--- src/rtl/instr_fetch_seq.sv ---
// Instruction fetch sequencer: three byte reads per 24-bit big-endian instruction,
// valid/ready hand-off to decode, branch redirect, halt and out-of-range fault.
module instr_fetch_seq #(
  parameter int                ADDR_W    = 24,
  parameter int                MEM_DEPTH = 128,
  parameter logic [ADDR_W-1:0] RESET_PC  = '0
) (
  input  logic              clk,
  input  logic              rst_n,
  output logic              mem_read,
  output logic [ADDR_W-1:0] mem_addr,
  input  logic [7:0]        mem_data,
  output logic [23:0]       instruction,
  output logic [ADDR_W-1:0] instr_pc,
  output logic              instr_valid,
  input  logic              instr_ready,
  input  logic              redirect,
  input  logic [ADDR_W-1:0] redirect_pc,
  input  logic              halt,
  output logic              busy,
  output logic              fetch_error
);

  typedef enum logic [2:0] {
    S_F0    = 3'd0,
    S_F1    = 3'd1,
    S_F2    = 3'd2,
    S_F3    = 3'd3,
    S_VALID = 3'd4,
    S_FAULT = 3'd5
  } state_t;

  localparam logic [ADDR_W:0] DEPTH = (ADDR_W+1)'(MEM_DEPTH);

  state_t            state, state_nxt;
  logic [ADDR_W-1:0] pc;
  logic [7:0]        byte0, byte1;
  logic [ADDR_W:0]   pc_end;
  logic              out_of_range;
  logic              handshake;

  logic              mem_read_d;
  logic [ADDR_W-1:0] mem_addr_d;
  logic              busy_d;
  logic              instr_valid_d;
  logic              fetch_error_d;

  // The extra carry bit turns a wrap past the top of the address space into a fault.
  assign pc_end       = {1'b0, pc} + (ADDR_W+1)'(2);
  assign out_of_range = ({1'b0, pc} >= DEPTH) || (pc_end >= DEPTH);
  assign handshake    = (state == S_VALID) && instr_ready;

  // NOTE: sequential state uses non-blocking assignments so every register samples
  // pre-edge values; blocking here would create order-dependent simulation races.
  always_ff @(posedge clk or negedge rst_n) begin
    if (!rst_n) begin
      state       <= S_F0;
      mem_read    <= 1'b0;
      mem_addr    <= '0;
      busy        <= 1'b0;
      instr_valid <= 1'b0;
      fetch_error <= 1'b0;
    end else begin
      state       <= state_nxt;
      mem_read    <= mem_read_d;
      mem_addr    <= mem_addr_d;
      busy        <= busy_d;
      instr_valid <= instr_valid_d;
      fetch_error <= fetch_error_d;
    end
  end

  // NOTE: every always_comb output gets a default first, so no path can infer a latch.
  always_comb begin
    state_nxt = state;
    if (redirect) begin
      state_nxt = S_F0;
    end else begin
      case (state)
        S_F0:    if (!halt) state_nxt = out_of_range ? S_FAULT : S_F1;
        S_F1:    state_nxt = S_F2;
        S_F2:    state_nxt = S_F3;
        S_F3:    state_nxt = S_VALID;
        S_VALID: if (instr_ready) state_nxt = S_F0;
        S_FAULT: state_nxt = S_FAULT;
        default: state_nxt = S_F0;
      endcase
    end
  end

  // Registered outputs are a function of the state being entered.
  always_comb begin
    mem_read_d    = 1'b0;
    mem_addr_d    = mem_addr;
    busy_d        = 1'b0;
    instr_valid_d = 1'b0;
    fetch_error_d = 1'b0;
    case (state_nxt)
      S_F1: begin
        mem_read_d = 1'b1;
        mem_addr_d = pc;
        busy_d     = 1'b1;
      end
      S_F2: begin
        mem_read_d = 1'b1;
        mem_addr_d = pc + ADDR_W'(1);
        busy_d     = 1'b1;
      end
      S_F3: begin
        mem_read_d = 1'b1;
        mem_addr_d = pc + ADDR_W'(2);
        busy_d     = 1'b1;
      end
      S_VALID: instr_valid_d = 1'b1;
      S_FAULT: fetch_error_d = 1'b1;
      default: ;
    endcase
  end

  // Datapath: PC, partial bytes and the presented instruction.
  always_ff @(posedge clk or negedge rst_n) begin
    if (!rst_n) begin
      pc          <= RESET_PC;
      byte0       <= '0;
      byte1       <= '0;
      instruction <= '0;
      instr_pc    <= '0;
    end else begin
      if (redirect) begin
        pc <= redirect_pc;
      end else begin
        if (handshake) pc <= pc + ADDR_W'(3);
        case (state)
          S_F1: byte0 <= mem_data;
          S_F2: byte1 <= mem_data;
          S_F3: begin
            instruction <= {byte0, byte1, mem_data};
            instr_pc    <= pc;
          end
          default: ;
        endcase
      end
    end
  end

endmodule

--- config.mk ---
export PLATFORM = sky130hd
export DESIGN_NAME = instr_fetch_seq
export DESIGN_NICKNAME = d
export VERILOG_FILES = /design/src/rtl/instr_fetch_seq.sv
export SDC_FILE = /design/constraint.sdc
export NUM_CORES = 1
export LEC_CHECK = 0
export CELL_PAD_IN_SITES_DETAIL_PLACEMENT = 0
export CELL_PAD_IN_SITES_GLOBAL_PLACEMENT = 1
export CORE_MARGIN = 8
export CORE_UTILIZATION = 40
export CTS_CLUSTER_DIAMETER = 150
export DETAILED_ROUTE_END_ITERATION = 12
export GPL_ROUTABILITY_DRIVEN = 1
export PLACE_DENSITY = 0.91
export SLEW_MARGIN = 10
export SYNTH_ARGS = -nofsm -noshare
export SYNTH_HDL_FRONTEND = slang
export SYNTH_SLANG_ARGS = --single-unit
export TNS_END_PERCENT = 50
--- constraint.sdc ---
create_clock -name clk -period 2.4 [get_ports clk]
set_input_delay 0.48 -clock clk [delete_from_list [all_inputs] [get_ports clk]]
set_output_delay 0.48 -clock clk [all_outputs]
set_load 0.01 [all_outputs]
* Yosys cells after proc, flatten, opt, wreduce, memory -nomap -nowiden *
Cells that the tools add are included.
Widths: inputs -> output; s select.

operators by class
  reductions and logical operators = 9
  multiplexer cells = 11
  magnitude comparators = 2
  equality and inequality tests = 10
  bitwise gates (word level) = 1
  add/sub/neg operators = 4

operators with widths
  cell                   number
  $pmux 24 s3            1
  $add 24x2->24 const B  2
  $mux 24                2
  $add 24x2->25 const B  1
  $ge 25x8->1 const B    1
  $add 24x1->24 const B  1
  $ge 24x8->1 const B    1
  $pmux 3 s6             1
  $eq 3x2->1 const B     4
  $eq 3x3->1 const B     4
  $mux 3                 4
  $eq 3x1->1 const B     2
  $reduce_and 2->1       3
  $logic_not 3->1        1
  $mux 1                 3
  $reduce_bool 3->1      1
  $reduce_or 3->1        1
  $reduce_bool 2->1      1
  $logic_and 1x1->1      1
  $logic_or 1x1->1       1
  $not 1->1              1

storage, ports and cells
  flip-flop bits (word level) = 118
  output and inout port bits = 76

* Depth between registers and ports, before layout *
Gate-level depths: netlist of the first run.

  depth in word-level cells = 10
  mapped depth = 7
  depth with buffers taken out = 7

* Worst setup path before layout of the first run *
Ideal clock, no wire load.

  path type = input port to flip-flop
  start point = input redirect
  end point = register mem_addr[10]
  cell stages on the path = 7
  path slack = 0.436 ns
  library setup time = 0.126 ns
  path buffers = 2
  arrival time = 1.838 ns
  required time = 2.274 ns
  path through = buf_2 nor4b_2 nor2_2 inv_2 a21oi_2 buf_6 a221o_1

on the way
  word-level cells in the longest chain between the ends = 3
  elaborated cells on any way between the ends = 6

RTL lines
  item                                                     line  RTL
  from (decl)                                              17    input logic redirect,
  $mux 3 *                                                 76    if (redirect) begin
  named net state_nxt[1]                                   35    state_t state, state_nxt;
  $eq 3x2->1 / $eq 3x1->1 (equally long branches)          98    case (state_nxt)
  $pmux 24 s3 / $reduce_bool 3->1 (equally long branches)  -
  to (signal assigned)                                     66    mem_addr <= mem_addr_d;
  to (decl)                                                11    output logic [ADDR_W-1:0] mem_addr,

Mark *: on every way through the listed nets, which the timed path passes. The rest lies on a longest branch.
A chain may end at the register's enable or synchronous reset.

* Worst setup path after layout of the first run *
  start point = register pc[1]
  end point = register mem_addr[0]

on the way
  word-level cells in the longest chain between the ends = 9
  elaborated cells on any way between the ends = 13

RTL lines
  item                                                     line  RTL
  from (decl)                                              36    logic [ADDR_W-1:0] pc;
  from (signal assigned)                                   130   pc <= redirect_pc;
  from (signal assigned)                                   132   if (handshake) pc <= pc + ADDR_W'(3);
  $add 24x2->25                                            49    assign pc_end = {1'b0, pc} + (ADDR_W+1)'(2);
  $ge 25x8->1                                              50    assign out_of_range = ({1'b0, pc} >= DEPTH) || (pc_end >= DEPTH);
  $logic_or 1x1->1 *                                       50
  $mux 3 * (2 in a row)                                    80    S_F0: if (!halt) state_nxt = out_of_range ? S_FAULT : S_F1;
  $pmux 3 s6 *                                             79    case (state)
  $mux 3 *                                                 76
  $eq 3x2->1 / $eq 3x1->1 (equally long branches)          98
  $pmux 24 s3 / $reduce_bool 3->1 (equally long branches)  -

Every way passes the cells marked *; elsewhere a longest branch is shown, timed or not.

==> results of run 1 <==
==> cell type report <==
cell class,count,area [sq um],area share
inverter,9,33.8,0.00438
timing repair buffer,143,1370,0.178
clock buffer,21,460,0.0598
multi-input combinational,373,2510,0.326
tap,180,225,0.0292
clock inverter,11,149,0.0193
sequential,118,2950,0.383
==> power groups by stage <==
| stage | logic [mW] | clock network [mW] | registers [mW] |
|---|---|---|---|
| 2_1_floorplan | 0.813 | 0 | 3.12 |
| 3_3_place_gp | 2.21 | 0 | 3.02 |
| 3_5_place_dp | 2.25 | 0 | 3.05 |
| 4_1_cts | 2.28 | 2.64 | 3.03 |
| 5_1_grt | 2.42 | 2.75 | 3.11 |
| 6_report | 2.23 | 2.61 | 3.03 |
==> registers in the layout (all words and copies together), names as in the netlist <==
name,cells
state,3
byte1,8
pc,24
instruction,24
instr_valid,1
byte0,8
instr_pc,24
fetch_error,1
mem_addr,24
busy,1
==> kinds of logic after synthesis <==
| group | share of synthesized area |
|---|---|
| AO/OA/AOI/OAI | 0.108 |
| multiplexers | 0.107 |
| XOR/XNOR | 0.0430 |
| buffers and inverters | 0.0441 |
| AND/OR/NAND/NOR | 0.169 |
| adder cells (fa/ha/maj) | 0.0110 |
| flip-flops | 0.518 |
==> cells in the mapped netlist (4+ instances only) <==
master,number,area share
o21ai_1,13,0.011
a221o_1,6,0.011
a21oi_1,8,0.0070
mux2_1,5,0.0099
nand2_1,99,0.065
mux2_2,49,0.097
o31ai_1,5,0.0066
and3_1,4,0.0044
inv_1,8,0.0053
ha_1,5,0.011
xor2_1,10,0.015
xnor2_1,18,0.028
clkbuf_1,18,0.012
nand3_1,4,0.0035
nor3_1,16,0.014
a22o_1,5,0.0077
dfrtp_1,118,0.52
o21ai_0,24,0.021
o2bb2ai_1,4,0.0061
nor4_1,8,0.0088
nand4_1,11,0.012
buf_2,24,0.021
nor2_1,26,0.017
==> worst reg2reg max path, cell delays in order (launching register included) <==
cell,delay [ns]
dfrtp_1,0.49
ha_1,0.37
nand2_1,0.23
nor3b_2,0.23
buf_4,0.15
a311o_1,0.37
a311oi_1,0.27
==> routing by layer <==
layer / track usage / up-vias / share of wire
met1: 0.217 / 2261 / 0.42
met5: 0 / - / 0
li1: - / 2155 / -
met4: 0.0740 / 0 / 0.023
met3: 0.0597 / 28 / 0.081
met2: 0.293 / 182 / 0.47
==> through the flow <==
step | cells | util | hold WS, ns | setup slack [ns] | power (mW)
2_1_floorplan | 546 | - | 0.184 | 0.436 | 3.93
3_3_place_gp | 823 | 0.511 | 0.452 | 0.124 | 5.23
3_5_place_dp | 823 | 0.511 | 0.459 | 0.0603 | 5.30
4_1_cts | 855 | 0.555 | 0.0413 | 0.221 | 7.95
5_1_grt | 855 | 0.555 | 0.0642 | 0.0806 | 8.28
6_report | 855 | 0.555 | 0.0369 | 0.195 | 7.88
==> final timing paths <==
kind,depth (start not counted),slack [ns],start,end
min in group clk,2,0.47,byte0[7],byte0[7]
max in group asynchronous,2,1.60,rst_n,mem_addr[6]
worst min-delay path,1,0.04,rst_n,fetch_error
worst min register to register,2,0.47,byte0[7],byte0[7]
worst max register to register,6,0.19,pc[1],mem_addr[0]
worst max-delay path,6,0.19,pc[1],mem_addr[0]
==> placed cells by master (no fill, tap or decap), types with 10 or more instances in the layout <==
cell type and count:
nor2_1 26, xor2_1 10, clkdlybuf4s50_1 110, nand2_1 99, o21ai_0 24, buf_4 30
clkbuf_16 17, dfrtp_1 118, nor3_1 15, o21ai_1 13, nand4_1 11, mux2_2 49
xnor2_1 18
==> key figures, run 1 <==
Timing
  • Max-slew violations: 0
  • Worst slew pin tran: 0.523 ns
  • Slew headroom: 0.651
  • RSZ-0062 raised after global routing: no
  • TNS Setup: 0 ns
  • Final period utilization: 0.919
  • Fin. Hold Viols: 0
  • Setup Skew: roughly 0.0075 ns
  • FMAX: around 450 MHz
  • Minimum clock period: between 2 and 2.5 ns
  • # setup viols final: 0

Worst setup path
  • Crit Path Class: flop to flop
  • Setup crit start kind: flop
  • Crit path max-delay family: compound AO/OA/AOI/OAI gates
  • CP arrival: roughly 2.5 ns
  • Max FO, Critical Path: 7
  • CP bufs+invs: 1
  • Crit path capture type: flop
  • Cells along the critical path: ha_1 > nand2_1 > nor3b_2 > buf_4 > a311o_1 > a311oi_1
  • CP Data Required Time: 2.72 ns
  • Max stage delay on crit path: a little under 0.5 ns
  • CP max stage cell: dfrtp_1

Clocking
  • Worst skew pair latency: approximately 0.42 ns
  • CTS tree: done
  • Htree depth: 4
  • Clock slew at reported path FFs: about 0.050 ns
  • Total setup buffers inserted after CTS: 0
  • # resized after CTS: 0
  • CTS sink count: between 100 and 150
  • Cts-stage hold buffer count: 0
  • CTS buffer count: 17
  • Root buffer cell: clkbuf_16
  • Clock tree buffer depth: 2

Place
  • Port Buffer Count: roughly 110
  • Placed instance area: slightly above 7000 sq um
  • GPL Wtd Cong: roughly 0.9
  • DPL Wire Length: ~11,000 um

Power
  • Switching Share: 0.290
  • Combinational share of power: 0.284
  • P_leak: between 3 and 4 nW
  • Switching power: ~2.3 mW
  • Total internal power: 5.60 mW
  • Worst VDD drop: between 0.6 and 0.7 mV
  • Clock power frac: 0.332
  • Power share of the sequential group: 0.385
  • Pwr/cell area: 1020 nW/um^2

Logic synthesis
  • Main synth FF type: dfrtp_1
  • Syn Nets: a little under 600
  • Post-synth EDFFs: 0
  • Post-Synthesis Cells: between 500 and 600
  • Synth unique cells: 61
  • Mapped Avg Cell Area: between 10 and 15 sq um
  • Yosys reg bits: around 120
  • Warnings, synthesis: 0
  • Post-synth ARST share: 1.00
  • Register area share after synthesis: 0.518
  • Synthesized area: ~5700 sq um

Hold path
  • Min-Delay Path Class: input pin to async pin

Layout
  • Fillers: 1,214
  • Final Cell Area: ~7700 sq um
  • Share of cells above drive strength 1: 0.185
  • Final nets: 704
  • Ant. Diodes: 0
  • Area delta synth->final: 35.1%

Floorplan
  • # rows: 43
  • Die Wd: around 140 um
  • CORE AREA: roughly 14,000 sq um
  • Starting Density: 0.411
  • Die area: about 18,000 sq um
  • I/O pin cnt: ~110
  • Die Ht: roughly 140 um

Route
  • Routed vias: ~4,600
  • WL final: between 15,000 and 20,000 um
  • Drt pass-1 iters: 5
  • Wirelength per Cell: about 19 um
  • Post-DRT Antenna Nets: 0
  • Vias per inst: approximately 5.4
  • DR DRC count: 0
  • Initial DRC count: 279

Global routing
  • Grt ovf: 0
  • Largest net degree at the start of global routing: 53
  • GRT Overall Usage: 0.181
  • Number of global-route vias before repair: around 4,900
  • Initial antenna violation count: 0
  • First-pass GRT wire length: approximately 26,000 um

Job
  • Max-cap violations: 0

Outcome
  • Status: completed
No activity file was read; power rests on OpenSTA's default activity.
==> inputs of run 2 (changes only) <==
- SKIP_CTS_REPAIR_TIMING: not set -> 1
==> results of run 2 <==
The final DEF is identical to that of run 1; final timing and power are the same.
==> inputs of run 3 (changes only) <==
- RECOVER_POWER: not set -> 50
- clock period: 2.4 -> 2.15 ns (I/O delays scaled with it)
==> run 3 against run 2 <==
Effect of this change: global-route usage rose by 0.14 points; total power rose by 9.5%; critical path depth unchanged; worst hold slack improved by 0.13 ns; combinational power is 14% higher; clock power up 5%; die area unchanged; worst setup slack worse by 0.10 ns; count of clock-buffer cells in the layout is 3 lower; sequential power increased by 11%.
==> key figures, run 3 (synthesis gave the netlist of run 1 again) <==
Layout
  • Commonest non-fill, non-tap cell in the layout: dfrtp_1 (unchanged)
  • Ant. Diodes: 0 (unchanged)
  • Fin cells: 880 (was 855)
  • Fin util: 0.565 (was 0.555)
  • Share of cells above drive strength 1: 0.223 (was 0.185)
  • Most frequent cells in the layout: dfrtp_1 (115), clkdlybuf4s50_1 (100), nand2_1 (99), buf_4 (50), mux2_2 (49) (was dfrtp_1 (118), clkdlybuf4s50_1 (110), nand2_1 (99), mux2_2 (49), buf_4 (30))
  • Final nets: 729 (was 704)
  • Area delta synth->final: 37.6% (was 35.1%)

Timing
  • Final hold slack: 0.162 ns (was 0.0369 ns)
  • TNS Setup: 0 ns (unchanged)
  • Minimum clock period: 2.06 ns (was 2.21 ns)
  • Slew headroom: 0.302 (was 0.651)
  • RSZ-0062 raised after global routing: yes (was no)
  • Fin. Hold Viols: 0 (unchanged)
  • Setup Skew: 0.00689 ns (was 0.00749 ns)
  • Final period utilization: 0.957 (was 0.919)
  • # setup viols final: 0 (unchanged)
  • Max-slew violations: 0 (unchanged)
  • Worst slew pin tran: 1.05 ns (was 0.523 ns)
  • FMAX: 486 MHz (was 453 MHz)

Route
  • WL final: 16,200 um (was 15,900 um)
  • Initial DRC count: 318 (was 279)
  • DR DRC count: 0 (unchanged)
  • Vias per inst: 5.36 (was 5.41)
  • Routed vias: 4,721 (was 4,626)
  • Wirelength per Cell: 18.4 um (was 18.6 um)
  • Post-DRT Antenna Nets: 0 (unchanged)
  • Drt pass-1 iters: 4 (was 5)

Global routing
  • Gr busiest metal: met2 (unchanged)
  • GRT Overall Usage: 0.182 (was 0.181)
  • Number of global-route vias before repair: 4,966 (was 4,908)
  • Met3 GRT Util: 0.0668 (was 0.0597)
  • M1 GR Usage: 0.219 (was 0.217)
  • GR Util met2: 0.292 (was 0.293)
  • Largest net degree at the start of global routing: 46 (was 53)
  • Initial antenna violation count: 1 (was 0)
  • Grt ovf: 0 (unchanged)
  • First-pass GRT wire length: 26,200 um (was 25,800 um)

Floorplan
  • I/O pin cnt: 113 (unchanged)
  • CORE AREA: 13,900 sq um (unchanged)
  • Die area: 18,300 sq um (unchanged)
  • Die Ht: 135 um (unchanged)
  • Starting Density: 0.411 (unchanged)
  • Die Wd: 135 um (unchanged)
  • # rows: 43 (unchanged)

Worst setup path
  • Max stage delay on crit path: 0.47 ns (was 0.49 ns)
  • Crit path capture type: flop (unchanged)
  • CP max stage cell: dfrtp_1 (unchanged)
  • Setup crit start kind: flop (unchanged)
  • Max FO, Critical Path: 9 (was 7)
  • Crit Path Class: flop to flop (unchanged)
  • CP bufs+invs: 1 (unchanged)
  • CP Data Required Time: 2.44 ns (was 2.72 ns)
  • Cells along the critical path: buf_4 > nand4bb_1 > or3_1 > nor4_2 > xnor2_1 > o21ai_1 (was ha_1 > nand2_1 > nor3b_2 > buf_4 > a311o_1 > a311oi_1)
  • Crit path max-delay family: simple AND/OR/NAND/NOR gates (was compound AO/OA/AOI/OAI gates)
  • CP arrival: 2.35 ns (was 2.53 ns)

Power
  • Combinational share of power: 0.294 (was 0.284)
  • Worst VDD drop: 0.560 mV (was 0.617 mV)
  • Overall power: 8.63 mW (was 7.88 mW)
  • Switching Share: 0.305 (was 0.290)
  • Power share of the sequential group: 0.388 (was 0.385)
  • Switching power: 2.63 mW (was 2.28 mW)
  • Pwr/cell area: 1100 nW/um^2 (was 1020 nW/um^2)
  • Clock power frac: 0.318 (was 0.332)
  • P_leak: 3.39 nW (was 3.29 nW)
  • Total internal power: 6.00 mW (was 5.60 mW)

Hold path
  • Min-Delay Path Class: input pin to async pin (unchanged)

Outcome
  • Status: completed (unchanged)

Place
  • DPL Wire Length: 11,900 um (was 11,500 um)
  • Port Buffer Count: 112 (unchanged)
  • Placed cell count: 845 (was 823)
  • GPL Wtd Cong: 0.936 (was 0.876)

Job
  • Max-cap violations: 0 (unchanged)

Clocking
  • Worst skew pair latency: 0.42 ns (about the same)
  • CTS sink count: 118 (unchanged)
  • CTS buffer count: 17 (unchanged)
  • Htree depth: 4 (unchanged)
  • Root buffer cell: clkbuf_16 (unchanged)
  • Clock tree buffer depth: 2 (unchanged)
  • Clock slew at reported path FFs: 0.06 ns (was 0.05 ns)
  • CTS tree: done (unchanged)
[run 3: area by class of cell]
| class | instances | area (sq um) |
|---|---|---|
| clock buffer | 18 | 429 |
| inverter | 9 | 33.8 |
| multi-input combinational | 373 | 2530 |
| timing repair buffer | 168 | 1530 |
| sequential | 118 | 2960 |
| tap | 180 | 225 |
| clock inverter | 14 | 141 |
| fill | 1202 | 6030 |
[run 3: stage by stage]
| stage | cell area (sq um) | setup WS, ns |
|---|---|---|
| floorplan | 5700 | 0.236 |
| global placement | 7290 | -0.0412 |
| detailed placement | 7290 | -0.0788 |
| CTS | 7860 | 0.0381 |
| global route | 7850 | -0.00914 |
| finish | 7850 | 0.0933 |
[run 3: worst paths after layout]
check / startpoint / slack, ns / to / cells past startpoint
worst max register to register: state[0] / 0.09 / pc[18] / 6
worst min-delay path: rst_n / 0.16 / instr_valid / 1
max in group asynchronous: rst_n / 0.41 / mem_addr[16] / 2
worst max-delay path: state[0] / 0.09 / pc[18] / 6
min in group clk: byte0[1] / 0.47 / byte0[1] / 2
worst min register to register: byte0[1] / 0.47 / byte0[1] / 2
[run 3: routing by layer]
metal,up-vias,wire length (um)
li1,2203,-
met1,2302,6860
met2,173,7690
met3,41,1200
met4,2,422
met5,-,18
[run 3: power groups by stage]
stage	Clock [mW]	Sequential [mW]	Combinational, mW
after global routing	2.87	3.44	2.75
after CTS	2.78	3.36	2.61
final	2.74	3.35	2.54
after detailed placement	0	3.38	2.59
after global placement	0	3.34	2.54
after floorplan	0	3.48	0.908
